## config.mk

```make
export PLATFORM = sky130hd
export DESIGN_NAME = calc_alu_sequencer
export DESIGN_NICKNAME = d
export VERILOG_FILES = /design/src/rtl/calc_pkg.sv /design/src/rtl/calc_iter_core.sv /design/src/rtl/calc_alu_sequencer.sv
export SDC_FILE = /design/constraint.sdc
export NUM_CORES = 1
export LEC_CHECK = 0
export BUFFER_PORTS_ARGS = -buffer_cell sky130_fd_sc_hd__buf_4
export CELL_PAD_IN_SITES_DETAIL_PLACEMENT = 1
export CELL_PAD_IN_SITES_GLOBAL_PLACEMENT = 1
export CORE_ASPECT_RATIO = 0.9
export CORE_MARGIN = 1
export CORE_UTILIZATION = 50
export CTS_CLUSTER_SIZE = 25
export DETAILED_ROUTE_END_ITERATION = 8
export PLACE_DENSITY_LB_ADDON = 0.25
export SLEW_MARGIN = 15
export SYNTH_ARGS = -nofsm -noshare
export SYNTH_HDL_FRONTEND = slang
export SYNTH_SLANG_ARGS = --single-unit
export TNS_END_PERCENT = 1
```

## constraint.sdc

```tcl
create_clock -name clk -period 4.6 [get_ports clk]
set_input_delay 0.46 -clock clk [delete_from_list [all_inputs] [get_ports clk]]
set_output_delay 0.46 -clock clk [all_outputs]
set_load 0.01 [all_outputs]
```

## src/rtl/calc_pkg.sv

```systemverilog
// Shared definitions for the calculator datapath: op/err codes, sequencer
// state encoding and default operand width / limit.
package calc_pkg;

  localparam int W_DEF      = 14;
  localparam int MAXVAL_DEF = 9999;

  localparam logic [1:0] OP_ADD = 2'b00;
  localparam logic [1:0] OP_SUB = 2'b01;
  localparam logic [1:0] OP_MUL = 2'b10;
  localparam logic [1:0] OP_DIV = 2'b11;

  localparam logic [1:0] ERR_NONE  = 2'b00;
  localparam logic [1:0] ERR_RANGE = 2'b01;
  localparam logic [1:0] ERR_DIV0  = 2'b10;

  typedef enum logic [2:0] {
    ST_IDLE,
    ST_ADDSUB,
    ST_MUL,
    ST_DIV,
    ST_CHECK,
    ST_DONE
  } state_t;

endpackage

```

## src/rtl/calc_iter_core.sv

```systemverilog
// Iterative W-step engine: LSB-first shift-add multiplier and MSB-first
// restoring divider sharing one load/step interface.
module calc_iter_core #(
  parameter int W = 14
) (
  input  logic           clk,
  input  logic           reset,
  input  logic           load,
  input  logic           step,
  input  logic           mode,
  input  logic [W-1:0]   a,
  input  logic [W-1:0]   b,
  output logic [2*W-1:0] acc,
  output logic [W-1:0]   quotient,
  output logic [W-1:0]   remainder
);

  logic [W-1:0] multiplicand;
  logic [W-1:0] divisor;
  logic [W:0]   mul_sum;
  logic [W:0]   div_shift;
  logic [W:0]   div_trial;

  // The low half of acc holds the not-yet-consumed multiplier bits; the
  // trial subtraction's top bit is the borrow that decides the quotient bit.
  always_comb begin
    mul_sum   = {1'b0, acc[2*W-1:W]} + (acc[0] ? {1'b0, multiplicand} : '0);
    div_shift = {remainder, quotient[W-1]};
    div_trial = div_shift - {1'b0, divisor};
  end

  always_ff @(posedge clk) begin
    if (reset) begin
      acc          <= '0;
      quotient     <= '0;
      remainder    <= '0;
      multiplicand <= '0;
      divisor      <= '0;
    end else if (load) begin
      acc          <= {{W{1'b0}}, b};
      quotient     <= a;
      remainder    <= '0;
      multiplicand <= a;
      divisor      <= b;
    end else if (step) begin
      if (!mode) begin
        acc <= {mul_sum, acc[W-1:1]};
      end else if (!div_trial[W]) begin
        remainder <= div_trial[W-1:0];
        quotient  <= {quotient[W-2:0], 1'b1};
      end else begin
        remainder <= div_shift[W-1:0];
        quotient  <= {quotient[W-2:0], 1'b0};
      end
    end
  end

endmodule

```

## src/rtl/calc_alu_sequencer.sv

```systemverilog
// Calculator ALU sequencer: accepts an operation, runs it (1 cycle add/sub,
// W cycles mul/div), range-checks and reports result with a done pulse.
module calc_alu_sequencer
  import calc_pkg::*;
#(
  parameter int W      = W_DEF,
  parameter int MAXVAL = MAXVAL_DEF
) (
  input  logic         clk,
  input  logic         reset,
  input  logic         start,
  input  logic         clr,
  input  logic [1:0]   op,
  input  logic [W-1:0] a,
  input  logic [W-1:0] b,
  output logic         busy,
  output logic         done,
  output logic [W-1:0] result,
  output logic [W-1:0] rem,
  output logic         neg,
  output logic [1:0]   err
);

  localparam int WIDE = 2 * W;
  localparam int CW   = $clog2(W);

  state_t          state;
  logic [1:0]      op_r;
  logic [W-1:0]    a_r;
  logic [W-1:0]    b_r;
  logic [1:0]      err_pend;
  logic [WIDE-1:0] res_wide;
  logic            neg_r;
  logic [CW-1:0]   cnt;

  logic            accept;
  logic            range_bad;
  logic            core_step;
  logic            core_mode;
  logic [WIDE-1:0] core_acc;
  logic [W-1:0]    core_quo;
  logic [W-1:0]    core_rem;
  logic [W:0]      add_sum;
  logic [W-1:0]    sub_diff;
  logic [WIDE-1:0] check_val;
  logic [1:0]      check_err;

  assign accept    = (state == ST_IDLE) && start && !clr;
  assign range_bad = (a > W'(MAXVAL)) || (b > W'(MAXVAL));
  assign core_step = (state == ST_MUL) || (state == ST_DIV);
  assign core_mode = (op_r == OP_DIV);

  calc_iter_core #(.W(W)) u_core (
    .clk       (clk),
    .reset     (reset),
    .load      (accept),
    .step      (core_step),
    .mode      (core_mode),
    .a         (a),
    .b         (b),
    .acc       (core_acc),
    .quotient  (core_quo),
    .remainder (core_rem)
  );

  // Any set bit above the result width counts as out of range, so the
  // comparison is done on the full-width value.
  always_comb begin
    add_sum   = {1'b0, a_r} + {1'b0, b_r};
    sub_diff  = (a_r < b_r) ? (b_r - a_r) : (a_r - b_r);
    check_val = res_wide;
    if (op_r == OP_MUL)
      check_val = core_acc;
    else if (op_r == OP_DIV)
      check_val = WIDE'(core_quo);
    if (err_pend != ERR_NONE)
      check_err = err_pend;
    else if (check_val > WIDE'(MAXVAL))
      check_err = ERR_RANGE;
    else
      check_err = ERR_NONE;
  end

  always_ff @(posedge clk) begin
    if (reset) begin
      state    <= ST_IDLE;
      op_r     <= OP_ADD;
      a_r      <= '0;
      b_r      <= '0;
      err_pend <= ERR_NONE;
      res_wide <= '0;
      neg_r    <= 1'b0;
      cnt      <= '0;
      busy     <= 1'b0;
      done     <= 1'b0;
      result   <= '0;
      rem      <= '0;
      neg      <= 1'b0;
      err      <= ERR_NONE;
    end else if (clr) begin
      state <= ST_IDLE;
      busy  <= 1'b0;
      done  <= 1'b0;
    end else begin
      case (state)
        ST_IDLE: begin
          done <= 1'b0;
          if (start) begin
            op_r     <= op;
            a_r      <= a;
            b_r      <= b;
            busy     <= 1'b1;
            cnt      <= '0;
            neg_r    <= 1'b0;
            res_wide <= '0;
            if (range_bad) begin
              err_pend <= ERR_RANGE;
              state    <= ST_CHECK;
            end else if (op == OP_DIV && b == '0) begin
              err_pend <= ERR_DIV0;
              state    <= ST_CHECK;
            end else begin
              err_pend <= ERR_NONE;
              case (op)
                OP_MUL:  state <= ST_MUL;
                OP_DIV:  state <= ST_DIV;
                default: state <= ST_ADDSUB;
              endcase
            end
          end
        end
        ST_ADDSUB: begin
          if (op_r == OP_ADD) begin
            res_wide <= WIDE'(add_sum);
            neg_r    <= 1'b0;
          end else begin
            res_wide <= WIDE'(sub_diff);
            neg_r    <= (a_r < b_r);
          end
          state <= ST_CHECK;
        end
        ST_MUL, ST_DIV: begin
          if (cnt == CW'(W - 1))
            state <= ST_CHECK;
          else
            cnt <= cnt + 1'b1;
        end
        ST_CHECK: begin
          // Visible outputs are only ever updated on the way into DONE.
          done <= 1'b1;
          err  <= check_err;
          if (check_err != ERR_NONE) begin
            result <= '0;
            rem    <= '0;
            neg    <= 1'b0;
          end else begin
            result <= check_val[W-1:0];
            rem    <= (op_r == OP_DIV) ? core_rem : '0;
            neg    <= (op_r == OP_SUB) ? neg_r : 1'b0;
          end
          state <= ST_DONE;
        end
        ST_DONE: begin
          done  <= 1'b0;
          busy  <= 1'b0;
          state <= ST_IDLE;
        end
        default: state <= ST_IDLE;
      endcase
    end
  end

endmodule
```

== After elaboration in Yosys (flattened, before gate mapping) ==
Cells that the tools add are included.
Storage, ports and cells
  register bits: 185
  output and inout bits: 33
  input port bits: 34
  logic and storage cells: 117
Cells by class
  reductions and logical operators: 31
  multiplexer cells: 39
  equal/unequal tests: 15
  order comparisons: 4
  add/sub/neg operators: 6
  bitwise gates (word level): 2
Operators with widths (number)
  two-way mux 14 bit: 12
  two-way mux 28 bit: 3
  case mux 28 bit (2 select lines): 1
  adder 14 x 14 -> 15 bit: 2
  greater-than comparator 14 bit (second input constant): 2
  greater-than comparator 28 x 14 -> 1 bit (second input constant): 1
  subtractor 14 bit: 2
  nonzero test 2 bit: 8
  two-way mux 15 bit: 1
  subtractor 15 x 14 -> 15 bit: 1
  logical NOT 14 bit: 1
  < comparator 14 bit: 1
  AND reduction 2 bit: 7
  two-way mux 3 bit: 4
  case mux 3 bit (4 select lines): 1
  equality test 2 bit (second input constant): 4
  two-way mux 4 bit: 2
  != test 2 bit (second input constant): 4
  case mux 4 bit (2 select lines): 1
  OR reduction 2 bit: 4
  two-way mux 1 bit: 7
  equality test 3 x 2 -> 1 bit (second input constant): 2
  equality test 3 bit (second input constant): 2
  two-way mux 2 bit: 3
  14 further kinds: 21

== Logic depth before layout (Yosys ltp) ==
Gate-level depths: netlist (run 1).
  depth after elaboration: 8
  depth in mapped cells: 13

== Hierarchy ==
Synthesis (run 1) repeated with hierarchy kept, for this count alone.
Unflattened totals
  cells, all modules: 1299
  area, all modules: 10166.0 um2
Modules (own cells, without submodules)
  calc_alu_sequencer: area an instance 5455.2 um2, sequential area each 1761.7 um2, cells each 694, instances 1
  calc_iter_core: area an instance 4710.8 um2, sequential area each 1681.6 um2, cells each 605, instances 1

== Worst setup path after synthesis (run 1) ==
OpenSTA, ideal clock, no wires.
  path kind: reg2reg
  start point: reg u_core.divisor[4]
  end point: reg u_core.remainder[10]
  setup time: 0.132 ns
  period minus slack after synthesis: 2.868 ns
  arrival time: 2.735 ns
  stages on the path, launching flop included: 12
  data required time: 4.468 ns
  path slack: 1.732 ns
  buffers on the path: 1
  cell sequence: dfxtp_1 > inv_1 > ha_1 > a21oi_1 > nor3b_1 > a21oi_1 > a221oi_1 > o21ai_0 > xor2_1 > buf_4 > mux2i_1 > a21oi_1
Between the ends
  cells in the longest elaborated chain, start to end: 2
RTL lines
  start: declaration: line calc_iter_core.sv:19  | logic [W-1:0] divisor;
  start signal: assignment: line calc_iter_core.sv:38  | divisor <= '0;
  start signal: assignment: line calc_iter_core.sv:44  | divisor <= b;
  subtractor 15 x 14 -> 15 bit: line calc_iter_core.sv:29  | div_trial = div_shift - {1'b0, divisor};
  two-way mux 14 bit: line calc_iter_core.sv:48  | end else if (!div_trial[W]) begin
  end signal: assignment: line calc_iter_core.sv:49  | remainder <= div_trial[W-1:0];
  end signal: assignment: line calc_iter_core.sv:52  | remainder <= div_shift[W-1:0];
  end: declaration: line calc_iter_core.sv:15  | output logic [W-1:0] remainder
Every way passes these cells.
A chain may end at the register's enable or synchronous reset.

== Final worst setup path (run 1) ==
  start point: reg u_core.quotient[13]
  end point: reg u_core.remainder[4]
Between the ends
  cells in the longest elaborated chain, start to end: 2
RTL lines
  start: declaration: line calc_iter_core.sv:14  | output logic [W-1:0] quotient,
  start signal: assignment: line calc_iter_core.sv:50  | quotient <= {quotient[W-2:0], 1'b1};
  start signal: assignment: line calc_iter_core.sv:53  | quotient <= {quotient[W-2:0], 1'b0};
  subtractor 15 x 14 -> 15 bit: line calc_iter_core.sv:29
  two-way mux 14 bit: line calc_iter_core.sv:48
Every way passes these cells.

==> flow_summary.toml, run 1 <==
[routing]
final_antenna_net_count = 0
vias = 9033
drtIter0Drc = 611
routed_wl_mm = 32.5
drc_errors = 0
drt-wirelength-per-cell_um = 22.1
first_pass_iters = 5
viasPerCell = 6.13

[logic_synthesis]
synth_nets = 1290
ys_seq_area_share_pct = 35.6
synth_edf_count = 0
yosysWarnings = 0
ys_types = 72
netlist_instances = 1180
avgSynthCellArea_sq_um = 8.19
ys_ff_latch = 172
synth_area_sq_um = 9660
synth_flop_cell = "dfxtp_1"
async_flop_share_pct = 0

[sta]
maxSlewHeadroom_pct = 25.4
timing.fmax_ghz = 0.275
fin_skew_ps = 13.1
drv_slew = 0
setup_ws_ps = 958
hold_viol_final = 0
fin_crit_sh_pct = 79.2
rsz0062_at_grt = "false"
worst_pin_slew_ps = 1120
fin_tns_setup_ps = 0
setup_violations = 0
period_needed_ps = 3640
whs_ps = 303

[clock_tree]
cts_root_buf = "clkbuf_16"
cts_setup_buffers = 0
numCtsBuffers = 17
tritoncts = "yes"
clock_latency_ps = 440
holdBufCountCts = 0
cts_resized = 0
cts_max_level = 4
numClockSinks = 172
cts_buffer_depth = 2
clkTransAtPathRegs_ps = 70

[hold_path]
worstHoldPathType = "in -> reg"

[die]
ioPinCount = 67
die-area_sq_um = 19900
start_util_pct = 51.8
die_h_um = 134
die_w_um = 149
fp-row-count = 47
core_sq_um = 18600

[worst_setup_path]
crit_arrival_ps = 3950
crit_top_cell = "a21oi_1"
worstPathRequired_ps = 4910
critPathLaunchType = "flip-flop"
worstSetupEndpointType = "flip-flop"
cp_slowest_cell = "xor2_2"
crit_chain = "inv_1, ha_1, fa_1, nor2b_1, o21bai_1, a21oi_1, a221oi_1, o21ai_0, xor2_2, buf_4, mux2i_1, a21oi_1"
worstSetupPathType = "reg -> reg"
crit_fanout = 13
slowest_delay_ps = 770

[place]
port_buffers = 66
pre_cts_slack_ps = 1020
place_hpwl_mm = 23.2
routabilityCongestion = 0.876
placed_area_sq_um = 10300

[global_routing]
grt-ovfl-total = 0
grt_pass1_vias = 9128
gr-usage-all-layers_pct = 33.7
antenna_found_initial = 0
grt_pass1_wl_mm = 51.4
grt_start_max_net_pins = 71

[power]
p_sw_uw = 1150
p_total_uw = 3800
clkPwrFrac_pct = 40.7
power.density_nw_per_um2 = 348
power.share.sequential_pct = 41.6
p_int_uw = 2650
peakVddDrop_v = 0.000239
p_leak_uw = 0.00452
switching_share_pct = 30.1
combPwrFrac_pct = 17.7

[finish]
drive_gt1_share_pct = 11.4
fillers = 2249
syn_to_final_growth_pct = 13.0
final_area_sq_um = 10900
final_nets = 1325

[status]
outcome = "finished clean"

[job]
maxCapViolations = 0
## layer usage
metal  global-route usage [%]  vias up  share of wire, %
met1                     45.6     4480                46
met5                        0        -                 0
met2                     52.7      286                45
li1                         -     4194                 -
met4                     12.9        0               3.3
met3                     6.53       73               6.0
## path summary, 6_finish.rpt
kind	startpoint	endpoint	slack [ps]	cells past startpoint
setup / recovery	u_core.quotient[13]	u_core.remainder[4]	960	12
hold / removal	op[0]	op_r[0]	300	3
setup reg to reg	u_core.quotient[13]	u_core.remainder[4]	960	12
hold reg to reg	u_core.multiplicand[6]	u_core.multiplicand[6]	440	2
## final cells by class
class                           instances  area [sq um]  area share, %
Antenna cell                            1          2.50         0.0229
Timing Repair Buffer                   78           586           5.37
Clock buffer                           17           425           3.90
Tap cell                              245           307           2.81
Clock inverter                         14           183           1.67
Sequential cell                       172          3440           31.6
Multi-Input combinational cell        884          5730           52.5
Inverter                               62           233           2.13
## placed cells by master (no fill, tap or decap), drive strengths merged, types with 4 or more instances in the layout
| master | netlist | routed |
|---|---|---|
| and2 | 15 | 15 |
| nand2b | 15 | 15 |
| a211oi | 11 | 11 |
| mux2 | 10 | 10 |
| ha | 71 | 71 |
| nand2 | 173 | 173 |
| nor2b | 11 | 11 |
| nand4 | 5 | 5 |
| nor2 | 75 | 75 |
| nor3 | 16 | 16 |
| a21o | 22 | 22 |
| clkbuf | 44 | 17 |
| nand3 | 21 | 21 |
| or2 | 6 | 6 |
| a21oi | 115 | 115 |
| o21bai | 14 | 14 |
| o21ai | 93 | 93 |
| xor2 | 13 | 13 |
| buf | 18 | 78 |
| a22oi | 25 | 25 |
| o21a | 4 | 4 |
| dfxtp | 172 | 172 |
| a311oi | 4 | 4 |
| and3 | 6 | 6 |
| fa | 5 | 5 |
| or3 | 8 | 8 |
| o31ai | 5 | 5 |
| xnor2 | 16 | 16 |
| mux2i | 54 | 54 |
| nor4 | 8 | 8 |
| a31oi | 14 | 14 |
| inv | 62 | 68 |
## cells by family (layout without fill, tap and decap cells)
logic type / Yosys count / count (layout) / share of synthesized area, %
DFF: 172 / 172 / 35.6
other: 0 / 1 / 0
buffers and inverters: 124 / 171 / 5.28
and+or+nand+nor: 373 / 373 / 17.7
muxes: 64 / 64 / 6.76
xor gates and xnor gates: 29 / 29 / 2.63
AOI/OAI and AO/OA: 342 / 342 / 21.8
adders and majority gates: 76 / 76 / 10.2
## state kept, by name (all words and copies together) (netlist names)
signal	count
cnt	4
op_r	2
state	3
b_r	14
neg_r	1
rem	14
u_core.quotient	14
neg	1
u_core.multiplicand	14
a_r	14
err	2
res_wide	15
done	1
busy	1
err_pend	2
result	14
u_core.acc	28
u_core.remainder	14
u_core.divisor	14
## worst max-delay path, delay by kind of cell (launching register included)
family | cells | cell delay (ps)
fa+ha+maj | 2 | 630
xor+xnor | 1 | 770
simple gates | 1 | 190
compound gates | 5 | 1030
buf+inv | 2 | 350
flops | 1 | 380
mux | 1 | 180
## synthesized netlist by cell type, types with 4 or more instances
cell type | n | area [sq um]
a211oi_1 | 9 | 67.6
a21o_1 | 21 | 158
a21oi_1 | 114 | 571
a22oi_1 | 25 | 188
a31oi_1 | 14 | 87.6
and2_1 | 15 | 93.8
and3_1 | 4 | 25.0
buf_2 | 9 | 45.0
clkbuf_1 | 44 | 165
dfxtp_1 | 172 | 3440
fa_1 | 5 | 100
ha_1 | 71 | 888
inv_1 | 62 | 233
mux2_2 | 9 | 101
mux2i_1 | 54 | 541
nand2_1 | 173 | 649
nand2b_1 | 15 | 93.8
nand3_1 | 21 | 105
nand4_1 | 5 | 31.3
nor2_1 | 74 | 278
nor2b_1 | 11 | 68.8
nor3_1 | 16 | 80.1
nor4_1 | 8 | 50.1
o21a_1 | 4 | 30.0
o21ai_0 | 91 | 455
o21bai_1 | 14 | 105
o31ai_1 | 5 | 37.5
or2_2 | 6 | 37.5
or3_1 | 8 | 50.1
xnor2_1 | 16 | 140
xor2_1 | 13 | 114
## metrics by stage
step,utilization [%],instances
2_1_floorplan,-,1180
3_3_place_gp,55.3,1441
3_5_place_dp,55.3,1441
4_1_cts,58.5,1472
5_1_grt,58.5,1472
6_report,58.5,1473
## power by group through the flow
stage	clock (uW)	combinational (uW)	sequential [uW]
3_5_place_dp	0	643	1610
5_1_grt	1610	724	1590
4_1_cts	1550	657	1580
6_report	1550	671	1580
3_3_place_gp	0	627	1610
2_1_floorplan	0	473	1590
(Power assumes the default switching activity.)
==> run 2: changes to the inputs <==
--- a/config.mk
+++ b/config.mk
@@ -10,7 +10,7 @@
 export CELL_PAD_IN_SITES_GLOBAL_PLACEMENT = 1
 export CORE_ASPECT_RATIO = 0.9
 export CORE_MARGIN = 1
-export CORE_UTILIZATION = 50
+export CORE_UTILIZATION = 42
 export CTS_CLUSTER_SIZE = 25
 export DETAILED_ROUTE_END_ITERATION = 8
 export PLACE_DENSITY_LB_ADDON = 0.25
==> constraint.sdc (replaced) <==
create_clock -name clk -period 3.1 [get_ports clk]
set_input_delay 0.31 -clock clk [delete_from_list [all_inputs] [get_ports clk]]
set_output_delay 0.31 -clock clk [all_outputs]
set_load 0.01 [all_outputs]
==> flow_summary.toml, run 2 (synthesized netlist as in run 1, its figures left out) <==
[clock_tree]
tritoncts = "yes"
numClockSinks = 172
cts_max_level = 4
clkTransAtPathRegs_ps = 70
clock_latency_ps = 450
cts_buffer_depth = 2
cts_root_buf = "clkbuf_16"
numCtsBuffers = 17

[die]
die_w_um = 162
core_sq_um = 22500
die-area_sq_um = 23600
die_h_um = 146
start_util_pct = 42.9
ioPinCount = 67
fp-row-count = 52

[global_routing]
grt_pass1_vias = 9073
grt-ovfl-total = 0
antenna_found_initial = 2
grt_start_max_net_pins = 48
grt_pass1_wl_mm = 50.1
gr-usage-all-layers_pct = 27.5

[finish]
top_regs = "u_core.acc (28), res_wide (15)"
seqCellArea_sq_um = 3450
fillers = 2779
final_nets = 1358
drive_gt1_share_pct = 14.9
syn_to_final_growth_pct = 17.1
layout_commonest_cell = "nand2_1"
top_register = "u_core.acc"
final_cell_mix = "nand2_1 (173), dfxtp_1 (170), a21oi_1 (112)"
largest_reg_flops = 28
multiInputGateArea_sq_um = 5820
final_area_sq_um = 11300
layoutNonFillerInstCount = 1559

[place]
dp_cells = 1520
pre_cts_slack_ps = -87.1
port_buffers = 66
placed_area_sq_um = 10600
routabilityCongestion = 0.917
place_hpwl_mm = 23.3

[power]
p_total_uw = 5610
power.density_nw_per_um2 = 495
p_leak_uw = 0.00470
peakVddDrop_v = 0.000303

[worst_setup_path]
r2r-end = "res_wide[12]"
rrSetupSlack_ps = 60
rr_worst_depth = 10
critPathLaunchType = "flip-flop"
worstSetupEndpointType = "flip-flop"
worstPathRequired_ps = 3430
crit_fanout = 6
r2r_start = "a_r[7]"
worstSetupPathType = "reg -> reg"
startpoint = "a_r[7]"
crit_arrival_ps = 3370

[sta]
fin_crit_sh_pct = 98.1
setup_violations = 0
hold_viol_final = 0
worst_pin_slew_ps = 691
drv_slew = 0
timing.fmax_ghz = 0.329
fin_skew_ps = 15.9
period_needed_ps = 3040
maxSlewHeadroom_pct = 53.9
setup_ws_ps = 58.7
rsz0062_at_grt = "true"

[routing]
viasPerCell = 5.72
drc_errors = 0
drtIter0Drc = 581
final_antenna_net_count = 0
first_pass_iters = 5
vias = 8913
drt-wirelength-per-cell_um = 20.4
routed_wl_mm = 31.7

[status]
outcome = "finished clean"

[hold_path]
hp-start = "op[1]"
hold_end = "op_r[1]"
hold_depth = 3
worstHoldPathType = "in -> reg"

[job]
maxCapViolations = 0
-- run 2: repair_timing --
action | 4_1_cts | 5_1_grt
gates resized for setup | 5 | 19
hold buffers | 0 | 0
endpoints found under the setup margin | 3 | 22
buffers inserted | 0 | 6
pin swaps | 0 | 5
-- run 2: cell type report --
cell class	instances	share of cell area [%]
Clock buffer	17	3.76
Multi-Input combinational cell	884	51.4
Inverter	62	2.06
Tap cell	297	3.28
Sequential cell	172	30.5
Antenna cell	1	0.0221
Clock inverter	15	1.26
Timing Repair Buffer	111	7.73
-- run 2: worst max-delay path by stage --
stage / to / depth (start not counted)
after floorplan: u_core.remainder[10] / 11
after global routing: u_core.remainder[8] / 11
final: res_wide[12] / 10
after detailed placement: res_wide[12] / 12
after global placement: res_wide[12] / 12
after CTS: res_wide[12] / 11
-- run 2: routing by layer --
metal | routed length, um | track usage [%] | share of wire (%) | up-vias
li1 | - | - | - | 4277
met1 | 14900 | 37.3 | 47 | 4374
met2 | 14400 | 43.7 | 45 | 213
met3 | 1510 | 4.99 | 4.7 | 47
met4 | 878 | 9.34 | 2.8 | 2
met5 | 12 | 0 | 0.038 | -
-- run 2: through the flow --
step           hold WS [ps]  util [%]  TNS, ps
2_1_floorplan           415         -        0
3_3_place_gp            427      47.0        0
3_5_place_dp            434      47.0    -87.1
4_1_cts                 145      49.6        0
5_1_grt                 155      50.3     -299
6_report                161      50.3        0
-- run 2: power breakdown --
group          leakage (uW)  internal (uW)  switching, uW
Sequential          0.00140           2280           65.0
Clock              0.000283           1070           1060
Combinational       0.00302            484            650
-- run 2: worst max-delay path: stages (launching register included) --
cell and delay, ps:
dfxtp_1 370, inv_1 80, ha_1 390, a21oi_1 460
o2bb2ai_1 270, a31oi_4 80, a21oi_4 230, mux2_2 380
a311oi_4 240, a2111oi_2 100, a311o_1 330
